## config.mk

```make
export PLATFORM = sky130hd
export DESIGN_NAME = mem_responder
export DESIGN_NICKNAME = d
export VERILOG_FILES = /design/src/rtl/mem_responder.sv
export SDC_FILE = /design/constraint.sdc
export NUM_CORES = 2
export LEC_CHECK = 0
export CORE_MARGIN = 3
export CORE_UTILIZATION = 43
export DETAILED_ROUTE_END_ITERATION = 10
export SYNTH_ARGS = -nofsm -noshare
export SYNTH_HDL_FRONTEND = slang
export SYNTH_SLANG_ARGS = --single-unit
```

## constraint.sdc

```tcl
create_clock -name clk -period 4 [get_ports clk]
set_input_delay 0.8 -clock clk [delete_from_list [all_inputs] [get_ports clk]]
set_output_delay 0.8 -clock clk [all_outputs]
set_load 0.02 [all_outputs]
```

## src/rtl/mem_responder.sv

```systemverilog
// mem_responder: word-organized memory target with a fixed number of wait
// states before each response. Accesses are latched in IDLE, held through
// WAIT, and completed in RESP with a one-cycle ready pulse (plus err for
// misaligned or out-of-range addresses).
module mem_responder #(
   parameter int unsigned ADDR_BITS   = 8,
   parameter int unsigned WAIT_CYCLES = 2
) (
   input  logic        clk,
   input  logic        reset,
   input  logic        req,
   input  logic        we,
   input  logic [31:0] addr,
   input  logic [31:0] wdata,
   output logic [31:0] rdata,
   output logic        ready,
   output logic        busy,
   output logic        err
);

   localparam int unsigned  DEPTH   = 1 << (ADDR_BITS - 2);
   localparam logic [3:0]   LP_WAIT = 4'(WAIT_CYCLES);

   typedef enum logic [1:0] {
      S_IDLE,
      S_WAIT,
      S_RESP
   } state_t;

   state_t                 r_state;
   logic [3:0]             r_cnt;
   logic                   r_we;
   logic [31:0]            r_addr;
   logic [31:0]            r_wdata;
   logic [31:0]            r_rdata;
   logic                   r_ready;
   logic                   r_busy;
   logic                   r_err;

   // Big-endian word store: byte address A lives in bits 31:24 of the word
   // at A[ADDR_BITS-1:2]. Only whole words are accessed, so words are kept
   // exactly as written.
   logic [31:0]            r_mem [DEPTH];

   logic                   w_reject;
   logic [ADDR_BITS-3:0]   w_word_idx;
   logic [31:0]            w_rd_word;
   logic                   w_wr_en;

   // Address decode and rejection on the latched request only
   always_comb begin
      w_reject   = (r_addr[1:0] != 2'b00) || ((r_addr >> ADDR_BITS) != 32'd0);
      w_word_idx = r_addr[ADDR_BITS-1:2];
      w_rd_word  = r_mem[w_word_idx];
      w_wr_en    = (r_state == S_RESP) && r_we && !w_reject;
   end

   // Storage update at the RESP edge; deliberately not reset so contents
   // survive reset (reset forces IDLE, which also blocks any pending write)
   always_ff @(posedge clk) begin
      if (w_wr_en) begin
         r_mem[w_word_idx] <= r_wdata;
      end
   end

   // Control FSM with registered ready/busy/err/rdata
   always_ff @(posedge clk or posedge reset) begin
      if (reset) begin
         r_state <= S_IDLE;
         r_cnt   <= '0;
         r_we    <= 1'b0;
         r_addr  <= '0;
         r_wdata <= '0;
         r_rdata <= '0;
         r_ready <= 1'b0;
         r_busy  <= 1'b0;
         r_err   <= 1'b0;
      end else begin
         r_ready <= 1'b0;
         r_err   <= 1'b0;
         case (r_state)
            S_IDLE: begin
               if (req) begin
                  r_we    <= we;
                  r_addr  <= addr;
                  r_wdata <= wdata;
                  r_cnt   <= LP_WAIT;
                  r_busy  <= 1'b1;
                  r_state <= (WAIT_CYCLES == 0) ? S_RESP : S_WAIT;
               end
            end
            S_WAIT: begin
               // Counter hits 0 on the same edge that enters RESP, giving
               // exactly WAIT_CYCLES cycles in WAIT.
               r_cnt <= r_cnt - 4'd1;
               if (r_cnt <= 4'd1) begin
                  r_state <= S_RESP;
               end
            end
            S_RESP: begin
               r_ready <= 1'b1;
               r_err   <= w_reject;
               r_busy  <= 1'b0;
               r_state <= S_IDLE;
               if (w_reject) begin
                  r_rdata <= '0;
               end else if (!r_we) begin
                  r_rdata <= w_rd_word;
               end
            end
            default: begin
               r_busy  <= 1'b0;
               r_state <= S_IDLE;
            end
         endcase
      end
   end

   assign rdata = r_rdata;
   assign ready = r_ready;
   assign busy  = r_busy;
   assign err   = r_err;

endmodule

```

## Yosys cells after proc, flatten, opt, wreduce, memory -nomap -nowiden

Memory sizes are Yosys's and may differ from the RTL's.
Cells that the tools add are included.

| storage, ports and cells | value |
|---|---|
| register bits after elaboration | 106 |
| bits in writable memories | 2048 |
| input bits | 68 |
| memories kept | 1 |

Memories:

| name | words | bits a word | rd ports | clocked after Yosys merged registers in | write ports | line | source |
|---|---|---|---|---|---|---|---|
| r_mem | 64 | 32 | 1 | 0 | 1 | 43 | `logic [31:0] r_mem [DEPTH];` |

| operators by class | value |
|---|---|
| $add $sub $neg | 1 |
| $lt $le $gt $ge | 1 |
| equal/unequal tests | 5 |
| muxes and demuxes | 13 |
| bitwise gates (word level) | 1 |
| reductions and logical operators | 13 |

Operators with widths:

| operator | number |
|---|---|
| $mux 32 | 2 |
| $reduce_bool 32->1 | 1 |
| $reduce_and 2->1 | 5 |
| $pmux 4 s2 | 1 |
| $mux 1 | 5 |
| $le 4x1->1 const B | 1 |
| $mux 2 | 2 |
| $mux 4 | 1 |
| $ne 2x2->1 const B | 2 |
| $pmux 2 s2 | 1 |
| $reduce_bool 2->1 | 2 |
| $sub 4x1->4 const B | 1 |
| $eq 2x1->1 const B | 1 |
| $eq 2x2->1 const B | 1 |
| $logic_and 1x1->1 | 2 |
| $logic_not 2->1 | 1 |
| $ne 2x1->1 const B | 1 |
| $pmux 1 s2 | 1 |
| $logic_not 1->1 | 1 |
| $logic_or 1x1->1 | 1 |
| $not 1->1 | 1 |

## Depth between registers and ports, before layout

| logic depth | value |
|---|---|
| depth in word-level cells | 6 |
| gate-level depth with buffers | 10 |
| mapped depth without buffers | 6 |

## Worst setup path after synthesis

Ideal clock, no wire load.

| path | value |
|---|---|
| path type | reg-to-reg |
| start point | register r_addr[2] |
| end point | memory r_mem[32][0], enable pin |
| arrival | 2977 ps |
| slack | 602 ps |
| cell stages (with the launch flop) | 9 |
| buffers on the path | 5 |
| clock period less this slack | 3398 ps |
| cells stage by stage | dfrtp_1 -> buf_6 -> buf_12 -> nor2_4 -> buf_2 -> buf_2 -> clkbuf_1 -> nand2_1 -> nor2_1 |

RTL lines:

| element | line | source |
|---|---|---|
| start: declaration | 33 | `logic [31:0] r_addr;` |
| start signal: assignment | 85 | `r_addr <= addr;` |
| end: declaration | 43 |  |

No word-level cell before the write port.

## Worst setup path in the final report

| path | value |
|---|---|
| start point | register r_addr[2] |
| end point | register r_rdata[29], in the netlist rdata[29] |

| on the way | value |
|---|---|
| word-level cells in the longest chain between the ends | 3 |

RTL lines:

| element | line | source |
|---|---|---|
| $mem_v2 64x32 | -- |  |
| $mux 32 | 107 | `end else if (!r_we) begin` |
| $mux 32 | 105 | `if (w_reject) begin` |
| end signal: assignment | 108 | `r_rdata <= w_rd_word;` |
| end: declaration | 35 | `logic [31:0] r_rdata;` |

No other way between the ends. The select of a mux whose other input is x is not followed.
A chain may end at the register's enable or synchronous reset.

==> flow_summary.json <==
{
  "status": "finished clean",
  "min_path_type": "reg2reg",
  "synthFlopType": "edfxtp_1",
  "row_count": 160,
  "synth_edf_count": 2048,
  "cp.arrival_ps": 4180,
  "gp_congestion": 0.834,
  "switchingPower_mw": 23.4,
  "crit_path_frequent_cell": "buf_4",
  "hold_viol": 0,
  "vdd_drop_max_v": 0.00124,
  "postCtsHoldBufs": 0,
  "maxCapViolations": 0,
  "crit_fanout": 26,
  "dp_cells": 7075,
  "cp.required_ps": 4700,
  "num_vias": 43700,
  "ys_async_sr_fraction_pct": 4.92,
  "slowest_stage": "dfrtp_4",
  "p_int_mw": 45.3,
  "final_antenna_net_count": 0,
  "wl_per_cell_um": 30.2,
  "fillers": 15500,
  "cts_buffer_depth": 3,
  "grt_pass1_vias": 42700,
  "power.density_nw_per_um2": 719,
  "p_leak_nw": 32.1,
  "cts_tree": "yes",
  "pre_cts_ws_ps": 723,
  "total_power_mw": 68.7,
  "yosysUniqueCellTypes": 47,
  "yosysWarningCount": 0,
  "path_class": "reg2reg",
  "drive_above_1_share_pct": 17.6,
  "fp.dieW_um": 445,
  "synthCells": 4460,
  "slowest_delay_ps": 660,
  "netlist_area_um2": 83000,
  "dr.first_iter.drc_count": 4945,
  "fmax_mhz": 287,
  "dp_hpwl_um": 133000,
  "crit_family": "simple AND/OR/NAND/NOR gates",
  "path_buf_inv": 3,
  "setup_tns_ps": 0,
  "cts_max_level": 4,
  "finalSetupViolations": 0,
  "post_dp_cell_area_um2": 89200,
  "cts_buffers": 206,
  "p_comb_share_pct": 27.7,
  "final_max_slew_viol_count": 0,
  "seq_area_frac_synth_pct": 77.3,
  "finalCritPeriodShare_pct": 87.0,
  "clk_latency_ps": 850,
  "clock_sink_count": 2154,
  "cp-start-kind": "flop",
  "syn2layout_area_growth_pct": 15.2,
  "whs_ps": 478,
  "port_buffers": 102,
  "grt_max_degree": 100,
  "cts_resized": 0,
  "setup_slack_ps": 518,
  "grtUsageTotal_pct": 22.4,
  "num_io_pins": 103,
  "grt_overflow": 0,
  "firstDrtPassIters": 6,
  "clock_power_share_pct": 26.9,
  "synth_nets": 4530,
  "clk_pin_slew_ps": 60,
  "dieArea_um2": 198000,
  "wl_um": 225000,
  "post_cts_buffers": 0,
  "r2r_setup_slack_ps": 520,
  "finalNonFillerCells": 7461,
  "grt_antenna_before_repair": 19,
  "finalInstanceArea_um2": 95500,
  "end_kind": "flop",
  "cts-root-buf": "clkbuf_16",
  "fin_crit_ps": 3480,
  "initial_core_util_pct": 43.4,
  "viasPerCell": 5.85,
  "grt_pass1_wl_um": 318000,
  "finClkSkew_ps": 31.9,
  "critical_path.cell_chain": "nor2b_4 > buf_12 > buf_4 > buf_4 > a22oi_1 > nand3_1 > nand4_1 > nor2_1 > o21ai_1",
  "die_y_um": 445,
  "sequentialPowerShare_pct": 45.4,
  "ys_ff_latch": 2154,
  "coreArea_um2": 191000,
  "max-slew-margin-rel_pct": 15.2,
  "nets": 4842,
  "fin_util_pct": 50.0,
  "avgSynthCellArea_um2": 18.6,
  "grt_setup_unrepaired": "false",
  "switching_share_pct": 34.0,
  "worst_pin_slew_ps": 1270,
  "drc_errors": 0
}
cell usage in the layout (no fill, tap or decap), drive strengths merged, types with 2 or more instances in the layout:
cell and count:
ha 2, nor2b 3, or4 2, nor2 79, nand4 34, nand2b 3, a211oi 56, diode 5
clkinvlp 3, or2 2, mux2i 843, o22ai 64, and2 3, a22oi 347, clkbuf 267, nor4 34
nand2 85, edfxtp 2048, bufinv 9, nand3 110, inv 13, o2111ai 3, clkdlybuf4s50 102, a21o 2
mux2 121, mux4 64, nand3b 3, nor3b 2, dfrtp 106, o21ai 151, clkinv 95, buf 269
a21oi 11
area by class of cell:
| type | instances | area (um2) | area share (%) |
|---|---|---|---|
| Timing Repair Buffer | 371 | 3850 | 4.03 |
| Clock inverter | 114 | 865 | 0.905 |
| Clock buffer | 267 | 5470 | 5.72 |
| Sequential cell | 2154 | 64200 | 67.2 |
| Multi-Input combinational cell | 2033 | 18000 | 18.8 |
| Tap cell | 2511 | 3140 | 3.29 |
| Antenna cell | 5 | 12.5 | 0.0131 |
| Inverter | 6 | 25.0 | 0.0262 |
registers in the layout (all words and copies together) (netlist names):
name / cells
rdata: 32
err: 1
r_mem: 2048
busy: 1
r_addr: 32
r_state: 2
ready: 1
r_wdata: 32
r_we: 1
r_cnt: 4
path summary, 6_finish.rpt:
path	start	end	cells past startpoint
max in group asynchronous	reset	r_wdata[1]	3
worst min-delay path	busy	busy	1
min in group asynchronous	reset	rdata[13]	2
worst max register to register	r_addr[2]	rdata[29]	9
worst max-delay path	r_addr[2]	rdata[29]	9
worst min register to register	busy	busy	1
power by group through the flow:
stage	sequential [mW]	clock, mW	combinational (mW)
after global placement	31.5	0	18.8
after global routing	31.3	19.6	20.0
final	31.2	18.5	19.0
after CTS	31.2	18.7	19.0
after detailed placement	31.6	0	19.0
after floorplan	30.6	0	10.9
cell usage after synthesis (2+ instances only):
cell type | count | share of area [%]
a211oi_1 | 56 | 0.51
a21o_1 | 2 | 0.018
a21oi_1 | 11 | 0.066
a22oi_1 | 325 | 2.9
a22oi_2 | 22 | 0.33
and2_1 | 3 | 0.023
buf_1 | 11 | 0.050
buf_2 | 153 | 0.92
buf_4 | 20 | 0.18
buf_6 | 4 | 0.054
clkbuf_1 | 77 | 0.35
dfrtp_1 | 106 | 3.2
edfxtp_1 | 2048 | 74
ha_1 | 2 | 0.030
inv_1 | 6 | 0.027
mux2_2 | 121 | 1.6
mux2i_1 | 843 | 10
mux4_2 | 64 | 1.7
nand2_1 | 85 | 0.38
nand2b_1 | 3 | 0.023
nand3_1 | 110 | 0.66
nand3b_1 | 3 | 0.027
nand4_1 | 34 | 0.26
nor2_1 | 78 | 0.35
nor2b_1 | 2 | 0.015
nor3b_1 | 2 | 0.018
nor4_1 | 34 | 0.26
o2111ai_1 | 3 | 0.032
o21ai_0 | 119 | 0.72
o21ai_1 | 32 | 0.19
o22ai_1 | 64 | 0.48
or4_1 | 2 | 0.018
per-layer routing:
| metal | GRT usage (%) | routed length [um] | vias to the layer above |
|---|---|---|---|
| li1 | - | - | 18700 |
| met1 | 32.9 | 97300 | 22800 |
| met2 | 33.9 | 102000 | 1857 |
| met3 | 3.67 | 17600 | 308 |
| met4 | 7.91 | 8460 | 8 |
| met5 | 0 | 49 | - |
cells by family after synthesis:
kind of cell,Yosys count,synth area share (%)
mux,1028,13.6
compound gates,637,5.32
flops,2154,77.3
simple gates,366,2.13
fa+ha+maj,2,0.0302
buf+inv,273,1.63
Power figures use the tool's default switching activity.
